<file path="src/rtl/axi_burst_seq.sv">
`timescale 1ns/1ps
// AXI slave-side burst sequencer: expands one AR/AW request into len+1 address
// beats on a valid/ready interface, with FIXED/INCR/WRAP address generation.
module axi_burst_seq #(
    parameter int   ADDR_WIDTH = 12,
    parameter int   DATA_WIDTH = 32,
    parameter int   ID_WIDTH   = 4,
    parameter logic ALIGN_ADDR = 1'b1
) (
    input  logic                  clk,
    input  logic                  rst,
    input  logic                  ax_valid,
    output logic                  ax_ready,
    input  logic [ADDR_WIDTH-1:0] ax_addr,
    input  logic [7:0]            ax_len,
    input  logic [2:0]            ax_size,
    input  logic [1:0]            ax_burst,
    input  logic [ID_WIDTH-1:0]   ax_id,
    output logic                  beat_valid,
    input  logic                  beat_ready,
    output logic [ADDR_WIDTH-1:0] beat_addr,
    output logic [ID_WIDTH-1:0]   beat_id,
    output logic [7:0]            beat_idx,
    output logic                  beat_last,
    output logic                  beat_err,
    output logic                  busy
);

    localparam int         DATA_SIZE   = $clog2(DATA_WIDTH) - 3;
    localparam logic [2:0] DATA_SIZE_L = 3'(DATA_SIZE);

    localparam logic [1:0] BURST_FIXED = 2'd0;
    localparam logic [1:0] BURST_INCR  = 2'd1;
    localparam logic [1:0] BURST_WRAP  = 2'd2;
    localparam logic [1:0] BURST_RSVD  = 2'd3;

    typedef enum logic {
        IDLE  = 1'b0,
        BURST = 1'b1
    } state_e;

    state_e                state_q, state_d;
    logic [ADDR_WIDTH-1:0] addr_q, addr_d;
    logic [7:0]            len_q, len_d;
    logic [2:0]            size_q, size_d;
    logic [1:0]            burst_q, burst_d;
    logic [ID_WIDTH-1:0]   id_q, id_d;
    logic [7:0]            idx_q, idx_d;
    logic                  err_q, err_d;

    logic                  beat_fire;
    logic                  ax_accept;
    logic [ADDR_WIDTH-1:0] nbytes, incr_addr, align_mask, wrap_mask, next_addr;
    logic [2:0]            align_size;
    logic [ADDR_WIDTH-1:0] ax_size_mask;
    logic                  wrap_len_ok;

    assign busy       = (state_q == BURST);
    assign beat_valid = busy;
    assign beat_addr  = addr_q;
    assign beat_id    = id_q;
    assign beat_idx   = idx_q;
    assign beat_err   = err_q;
    // Gated by busy so the reset value is 0 even though idx and len both reset to 0.
    assign beat_last  = busy & (idx_q == len_q);
    assign beat_fire  = beat_valid & beat_ready;
    assign ax_ready   = !rst & (!busy | (beat_fire & beat_last));
    assign ax_accept  = ax_valid & ax_ready;

    // Next beat address from the captured burst parameters.
    always_comb begin
        nbytes     = ADDR_WIDTH'(1) << size_q;
        align_size = (size_q > DATA_SIZE_L) ? DATA_SIZE_L : size_q;
        align_mask = (ADDR_WIDTH'(1) << align_size) - ADDR_WIDTH'(1);
        wrap_mask  = ADDR_WIDTH'(len_q[3:0]) << size_q;
        incr_addr  = addr_q + nbytes;
        case (burst_q)
            BURST_INCR: next_addr = ALIGN_ADDR ? (incr_addr & ~align_mask) : incr_addr;
            BURST_WRAP: next_addr = (addr_q & ~wrap_mask) | (incr_addr & wrap_mask);
            default:    next_addr = addr_q;
        endcase
    end

    // Legality of the incoming request; latched once and held for the burst.
    always_comb begin
        ax_size_mask = (ADDR_WIDTH'(1) << ax_size) - ADDR_WIDTH'(1);
        wrap_len_ok  = (ax_len == 8'd1) || (ax_len == 8'd3) ||
                       (ax_len == 8'd7) || (ax_len == 8'd15);
        err_d        = (ax_burst == BURST_RSVD) || (ax_size > DATA_SIZE_L) ||
                       ((ax_burst == BURST_WRAP) && !wrap_len_ok) ||
                       ((ax_burst == BURST_WRAP) && ((ax_addr & ax_size_mask) != '0));
        if (!ax_accept) begin
            err_d = err_q;
        end
    end

    // NOTE: every signal gets a default first so no path leaves one unassigned
    // and no latch is inferred.
    always_comb begin
        state_d = state_q;
        addr_d  = addr_q;
        len_d   = len_q;
        size_d  = size_q;
        burst_d = burst_q;
        id_d    = id_q;
        idx_d   = idx_q;
        if (ax_accept) begin
            // Also covers the back-to-back case: the new burst replaces the last beat.
            state_d = BURST;
            addr_d  = ax_addr;
            len_d   = ax_len;
            size_d  = ax_size;
            burst_d = ax_burst;
            id_d    = ax_id;
            idx_d   = 8'd0;
        end else if (beat_fire) begin
            if (beat_last) begin
                state_d = IDLE;
            end else begin
                idx_d  = idx_q + 8'd1;
                addr_d = next_addr;
            end
        end
    end

    // NOTE: non-blocking assignments so every flop samples pre-edge values.
    always_ff @(posedge clk) begin
        if (rst) begin
            state_q <= IDLE;
            addr_q  <= '0;
            len_q   <= '0;
            size_q  <= '0;
            burst_q <= BURST_FIXED;
            id_q    <= '0;
            idx_q   <= '0;
            err_q   <= 1'b0;
        end else begin
            state_q <= state_d;
            addr_q  <= addr_d;
            len_q   <= len_d;
            size_q  <= size_d;
            burst_q <= burst_d;
            id_q    <= id_d;
            idx_q   <= idx_d;
            err_q   <= err_d;
        end
    end

endmodule

</file>
<file path="config.mk">
export PLATFORM = sky130hd
export DESIGN_NAME = axi_burst_seq
export DESIGN_NICKNAME = d
export VERILOG_FILES = /design/src/rtl/axi_burst_seq.sv
export SDC_FILE = /design/constraint.sdc
export NUM_CORES = 1
export LEC_CHECK = 0
export ABC_CLOCK_PERIOD_IN_PS = 2700
export BUFFER_PORTS_ARGS = -buffer_cell sky130_fd_sc_hd__buf_2
export CAP_MARGIN = 30
export CORE_ASPECT_RATIO = 1.2
export CORE_MARGIN = 5
export CORE_UTILIZATION = 48
export DETAILED_ROUTE_END_ITERATION = 8
export PLACE_DENSITY = 0.72
export SLEW_MARGIN = 20
export SYNTH_ARGS = -nofsm -noshare
export SYNTH_HDL_FRONTEND = slang
export SYNTH_SLANG_ARGS = --single-unit
export TNS_END_PERCENT = 50
</file>
<file path="constraint.sdc">
create_clock -name clk -period 2.7 [get_ports clk]
set_clock_uncertainty 0.15 [all_clocks]
set_input_delay 0.27 -clock clk [delete_from_list [all_inputs] [get_ports clk]]
set_output_delay 0.27 -clock clk [all_outputs]
set_load 0.005 [all_outputs]
</file>
=== Yosys cells after proc, flatten, opt, wreduce, memory -nomap -nowiden ===
Index checks and enable logic that the tools add are counted.

* Bitwise gates (word level): 14
* Muxes and demuxes: 8
* Order comparisons: 2
* Add/sub/neg operators: 4
* Eq/ne operators: 10
* Shift operators: 4
* Reduce and logical (&&, ||, !) cells: 19

{| class="wikitable"
|+ Operators by type and width
! operator !! number
|-
| $and 12x12->12 || 4
|-
| $mux 12 || 3
|-
| $shl 1x3->12 const A || 3
|-
| $not 12->12 || 2
|-
| $pmux 12 s2 || 1
|-
| $sub 12x2->12 const B || 2
|-
| $add 12x12->12 || 1
|-
| $or 12x12->12 || 1
|-
| $reduce_bool 12->1 || 1
|-
| $shl 4x3->12 || 1
|-
| $add 8x1->8 const B || 1
|-
| $eq 8x1->1 const B || 1
|-
| $eq 8x2->1 const B || 1
|-
| $eq 8x3->1 const B || 1
|-
| $eq 8x4->1 const B || 1
|-
| $eq 8x8->1 || 1
|-
| $eq 2x2->1 const B || 3
|-
| $gt 3x2->1 const B || 2
|-
| $logic_or 1x1->1 || 6
|-
| $and 1x1->1 || 5
|-
| $reduce_and 2->1 || 2
|-
| $reduce_bool 2->1 || 2
|-
| $logic_not 1->1 || 3
|-
| $mux 1 || 3
|-
| other kinds (9) || 10
|}

* Bits in registers: 39
* Output and inout port bits: 29
* Input port bits: 33

=== Logic depth before layout (Yosys ltp) ===
Gate-level depths: netlist of the first run.

* Depth in word-level cells: 10
* Depth in mapped cells: 12

=== Worst setup path after synthesis of the first run ===
No wires, ideal clock.

* Path type: register to register
* Start: register size_q[0]
* End: register (tool-made name)
* Setup time: 0.062 ns
* Data arrival time: 2.644 ns
* Path buffers: 2
* Setup slack: -0.157 ns
* Required time: 2.488 ns
* Cell stages (with the launch flop): 13
* Path through: dfxtp_1 clkbuf_1 buf_2 nor3_1 ha_1 inv_1 fa_1 nor2b_1 o211ai_1 a21oi_1 o31ai_1 or4b_1 nand3_1

{| class="wikitable"
|+ RTL lines
! element !! line !! source
|-
| start: declaration || 45 || <nowiki>logic [2:0] size_q, size_d;</nowiki>
|-
| start signal: assignment || 141 || <nowiki>size_q <= size_d;</nowiki>
|}

==> flow_summary.ini, run 1 <==
[finish]
drive_gt1_frac = 0.270
final.fill_count = 476
antenna_cells_inserted = 0
instances_no_fill = 431
finalNetCount = 414
area_delta_synth_final_pct = 21.0

[worst_setup_path]
worstSetupPathType = flip-flop to flip-flop
critPathCaptureType = flip-flop
reg2reg_setup_slack_ns = 0.10
maximum_net_fanout_on_the_critical_path = 4
worst_setup_path_start_kind = flip-flop
arrival_ns = 2.66
required_ns = 2.76

[floorplan]
chipWidth_um = 75.6
die_outline_area_um2 = 6710
design.core.area_um2 = 4970
row_count = 28
die_y_um = 88.7
num_io_pins = 62
initial_core_util = 0.498

[placement]
dp_cells = 423
place.gp.congestion = 0.969
place.port_buffers = 61
place_hpwl_um = 4900

[cts]
clock_sink_count = 39
clock_tree.buffer_depth = 2
numCtsBuffers = 5
cts.clk_slew.worst_paths_ns = 0.08
worstSkewPairLatency_ns = 0.30
cts_tree = yes
cts.hold.buffers_added = 0
ctsRootBufferMaster = clkbuf_8
cts_setup_buffers = 0
cts_h_tree_lvls = 2

[timing]
timing.max_slew.rel_slack = 0.620
setup-violations-final = 0
slew_violations = 0
timing_worst_slew_pin_value_ns = 0.556
layout_worst_path_cycle_share = 0.963
min_period_ns = 2.60
timing.setup.tns_ns = 0
max_clock_freq_mhz = 385
timing_hold_violations_final = 0
rsz0062_at_grt = yes

[global_routing]
gr_ovfl_total = 0
first_global_vias = 2357
grt_first_pass_wirelength_um = 10800
gr_util_all_layers = 0.207
antenna_found_initial = 0
grt_start_max_net_pins = 40

[detailed_routing]
drt_pass1_iterations = 4
route.vias.total = 2442
post-route-drc-count = 0
drt_wl_total_um = 6600
drt_iter0_drc = 175
antenna_left = 0
viasPerCell = 5.67
routedWlPerCell_um = 15.3

[power]
power.density_cell_area_nw_per_um2 = 478
power.share.switching = 0.295
totalPowerFinal_mw = 1.43
clock_power_share = 0.351
static-leakage-power_nw = 1.26
comb_power_share = 0.199
vdd.ir_drop.worst_uv = 262
p_int_mw = 1.01
power.switching_mw = 0.423
pwr-share-seq = 0.451

[synthesis]
synth.largest_area_cell = dfxtp_1
share_of_synthesized_area_occupied_by_flip_flops_and_latches = 0.315
primary_ff_master_synth = dfxtp_1
netlist_top_cells_area = dfxtp_1, nand2_1, o21ai_0, ha_1, nor2_1
seq_cells_post_synth = 39
synth-edff-count = 0
syn-cell-area_um2 = 2480
post_synth_most_frequent_cells = nand2_1, dfxtp_1, nor2_1, o21ai_0, xnor2_1
syn-mean-instance-area_um2 = 8.03
synth-warning-count = 0
synthesis.instances = 309
synth.distinct_cells = 58
synth-async-reset-ratio = 0
synth_nets = 353
synth.top_cell.area_share = 0.315
synth.most_common_cell = nand2_1

[worst_hold_path]
worstHoldPathType = primary input to flip-flop

[outcome]
outcome = completed

[run]
max-cap-violations = 0
repair_timing:
item	CTS	global route
pin swaps	0	2
endpoints found under the setup margin	2	5
hold endpoints to repair	0	0
gates resized for setup	1	10
worst max-delay path, stage by stage, from the launching register on:
cell,delay (ns)
dfxtp_4,0.39
inv_1,0.06
or3_4,0.37
inv_1,0.07
ha_1,0.23
a211o_1,0.32
o2111ai_2,0.09
a311oi_1,0.15
xnor2_1,0.14
or3_1,0.31
a311oi_1,0.25
path summary, 6_finish.rpt:
check,start,to,depth (start not counted)
setup / recovery,size_q[0],flip-flop,10
hold / removal,ax_id[1],beat_id[1],3
setup reg to reg,size_q[0],flip-flop,10
hold reg to reg,beat_id[1],beat_id[1],2
final cells by class:
class | count | area (µm²) | area share
Multi-Input combinational cell | 242 | 1600 | 0.533
Sequential cell | 39 | 787 | 0.262
Timing Repair Buffer | 72 | 388 | 0.129
Tap cell | 60 | 75.1 | 0.0250
Clock buffer | 5 | 68.8 | 0.0229
Clock inverter | 3 | 43.8 | 0.0146
Inverter | 10 | 37.5 | 0.0125
kinds of logic after synthesis:
kind of cell / after synthesis / share of synthesized area
AOI/OAI and AO/OA: 81 / 0.224
DFF: 39 / 0.315
adders and majority gates: 11 / 0.0585
and+or+nand+nor: 119 / 0.229
muxes: 10 / 0.0409
buffers and inverters: 28 / 0.0560
xor gates and xnor gates: 21 / 0.0772
placed cells by master, fill, tap and decap left out, types with 3 or more instances in the layout:
cell type / synthesis / layout
nor2_1: 31 / 31
a211oi_1: 7 / 7
nor3_1: 6 / 5
mux2i_1: 9 / 9
xnor2_1: 13 / 13
nand2b_1: 4 / 4
o211ai_1: 3 / 3
inv_1: 10 / 10
clkbuf_8: 0 / 5
buf_2: 5 / 61
a21oi_1: 10 / 8
nand4_1: 5 / 5
nand3_1: 4 / 4
nand2_1: 48 / 48
xor2_1: 7 / 7
dfxtp_1: 39 / 36
buf_4: 3 / 11
ha_1: 10 / 9
o21ai_0: 28 / 28
o31ai_1: 4 / 3
a311oi_1: 4 / 4
routing by layer:
layer / vias to the layer above / part of all wire / global-route usage / wire length (µm)
met5: - / 0 / 0 / 0
met4: 0 / 0.012 / 0.0620 / 79
met3: 9 / 0.065 / 0.0227 / 430
met2: 79 / 0.50 / 0.364 / 3320
met1: 1128 / 0.42 / 0.261 / 2770
li1: 1226 / - / - / -
stage by stage:
step	setup WS, ns	area (µm²)	utilization	hold slack, ns
2_1_floorplan	0.00953	2500	-	0.221
3_3_place_gp	0.0376	2860	0.574	0.292
3_5_place_dp	-0.0382	2860	0.574	0.301
6_report	0.101	3000	0.603	0.0120
4_1_cts	0.0125	2970	0.597	0.0136
5_1_grt	-0.00167	3000	0.603	0.0218
power groups by stage:
stage          logic [mW]  registers, mW  clock network, mW
2_1_floorplan       0.194          0.648                  0
5_1_grt             0.317          0.652              0.528
3_5_place_dp        0.278          0.659                  0
3_3_place_gp        0.274          0.658                  0
6_report            0.285          0.647              0.503
4_1_cts             0.281          0.646              0.504
Power figures use the tool's default switching activity.
==> inputs of run 2 (changes only) <==
ABC_CLOCK_PERIOD_IN_PS = 2500   (was 2700)
CORE_UTILIZATION = 53   (was 48)
PLACE_DENSITY = 0.76   (was 0.72)
clock period = 2.5 ns   (was 2.7 ns; I/O delays follow)
==> flow_summary.ini, run 2 (synthesis gave the netlist of run 1 again) <==
[floorplan]
design.core.area_um2 = 4560
die_y_um = 84.9
die_outline_area_um2 = 6150
row_count = 27
num_io_pins = 62
chipWidth_um = 72.4
initial_core_util = 0.544

[finish]
antenna_cells_inserted = 0
mostFrequentLayoutCells = buf_2, nand2_1, dfxtp_1, buf_4, nor2_1
drive_gt1_frac = 0.311
layout.cells.most_common = buf_2
final_util = 0.700
finalNetCount = 438
finalInstanceArea_um2 = 3190
final.fill_count = 391
area_delta_synth_final_pct = 28.7

[cts]
clock_tree.buffer_depth = 2
cts.clk_slew.worst_paths_ns = 0.08
cts_tree = yes
numCtsBuffers = 5
ctsRootBufferMaster = clkbuf_8
cts_h_tree_lvls = 2
worstSkewPairLatency_ns = 0.30
clock_sink_count = 39

[global_routing]
antenna_found_initial = 0
global_route.usage.met1 = 0.267
grt_first_pass_wirelength_um = 11500
gr_util_all_layers = 0.232
grt_start_max_net_pins = 23
grt.met3_usage = 0.0367
most_used_layer_global_route = met2
first_global_vias = 2470
grt_use_met2 = 0.435
gr_ovfl_total = 0

[detailed_routing]
viasPerCell = 5.66
route.vias.total = 2562
drt_iter0_drc = 138
drt_pass1_iterations = 4
drt_wl_total_um = 7170
routedWlPerCell_um = 15.8
antenna_left = 0
post-route-drc-count = 0

[worst_hold_path]
worstHoldPathType = primary input to flip-flop

[timing]
max_clock_freq_mhz = 400
slew_violations = 0
timing_hold_violations_final = 0
rsz0062_at_grt = yes
hold_ws_ns = 0.00644
setup-violations-final = 0
timing.setup.tns_ns = 0
layout_worst_path_cycle_share = 0.999
timing.max_slew.rel_slack = 0.761
timing_worst_slew_pin_value_ns = 0.350
min_period_ns = 2.50

[worst_setup_path]
arrival_ns = 2.56
maximum_net_fanout_on_the_critical_path = 5
critical_path.max_stage_delay_ns = 0.38
required_ns = 2.56
critPathSlowestCell = dfxtp_4
worst_setup_path_start_kind = flip-flop
worstSetupPathType = flip-flop to flip-flop
critical_path.most_common_cell = buf_4
crit_path_cell_trace = buf_4 -> nand2b_1 -> nor2_1 -> ha_1 -> a21oi_1 -> buf_4 -> a311oi_2 -> xnor2_1 -> or3_1 -> a311oi_1
critPathCaptureType = flip-flop

[power]
power.density_cell_area_nw_per_um2 = 465
totalPowerFinal_mw = 1.48
static-leakage-power_nw = 1.36
vdd.ir_drop.worst_uv = 280

[run]
max-cap-violations = 0

[placement]
place.port_buffers = 61
detailed_place.area_um2 = 2980
place.gp.congestion = 0.924
place_hpwl_um = 5400

[outcome]
outcome = completed
==> run 2: cell types whose count changed in the layout (fill, tap and decap cells not counted), sizes merged <==
cell,before,now
buf,72,93
dlygate4sd3,0,3
bufinv,1,0
clkbuf,5,6
clkinv,2,1
clkinvlp,0,1
==> run 2: power breakdown <==
group / total [mW] / internal, mW / switching [mW] / leakage, nW
clock network: 0.425 / 0.195 / 0.230 / 0.0412
registers: 0.694 / 0.658 / 0.0366 / 0.322
logic: 0.363 / 0.170 / 0.193 / 0.997
total: 1.48 / 1.02 / 0.459 / 1.36
==> run 2: final timing paths <==
path | slack, ns | endpoint | from | depth (start not counted)
max | 0.001 | flip-flop | size_q[1] | 10
min | 0.006 | len_q[7] | ax_len[7] | 3
max reg2reg | 0.001 | flip-flop | size_q[1] | 10
min reg2reg | 0.31 | beat_id[2] | beat_id[2] | 2
==> run 2: metrics by stage <==
step,setup slack (ns),instances
detailed placement,-0.102,434
floorplan,-0.0552,309
CTS,-0.0175,450
global placement,-0.0519,434
global route,-0.0900,453
finish,0.00148,453
==> run 2: layout make-up <==
cell class | count | area (µm²) | share of cell area
tap | 58 | 72.6 | 0.0227
timing repair buffer | 96 | 576 | 0.180
clock buffer | 6 | 72.6 | 0.0227
inverter | 10 | 37.5 | 0.0118
clock inverter | 2 | 12.5 | 0.00392
sequential | 39 | 792 | 0.248
multi-input combinational | 242 | 1630 | 0.510
==> run 2: worst max-delay path: cells and delay by family (launching register included) <==
kind,cells,cell delay [ns]
compound gates,3,0.59
simple gates,3,0.54
flops,1,0.38
fa+ha+maj,1,0.38
buf+inv,2,0.29
xor+xnor,1,0.08
==> run 2: routing by layer <==
layer  part of all wire  vias up
li1                   -     1271
met1               0.40     1221
met2               0.54       64
met3              0.043        6
met4              0.014        0
met5                  0        -
==> run 2: timing repair <==
item | 4_1_cts | 5_1_grt
resized for setup | 9 | 2
hold endpoints to repair | 3 | 0
pin swaps | 10 | 13
endpoints found under the setup margin | 4 | 6
setup buffers | 5 | 3
hold buffers | 3 | 0
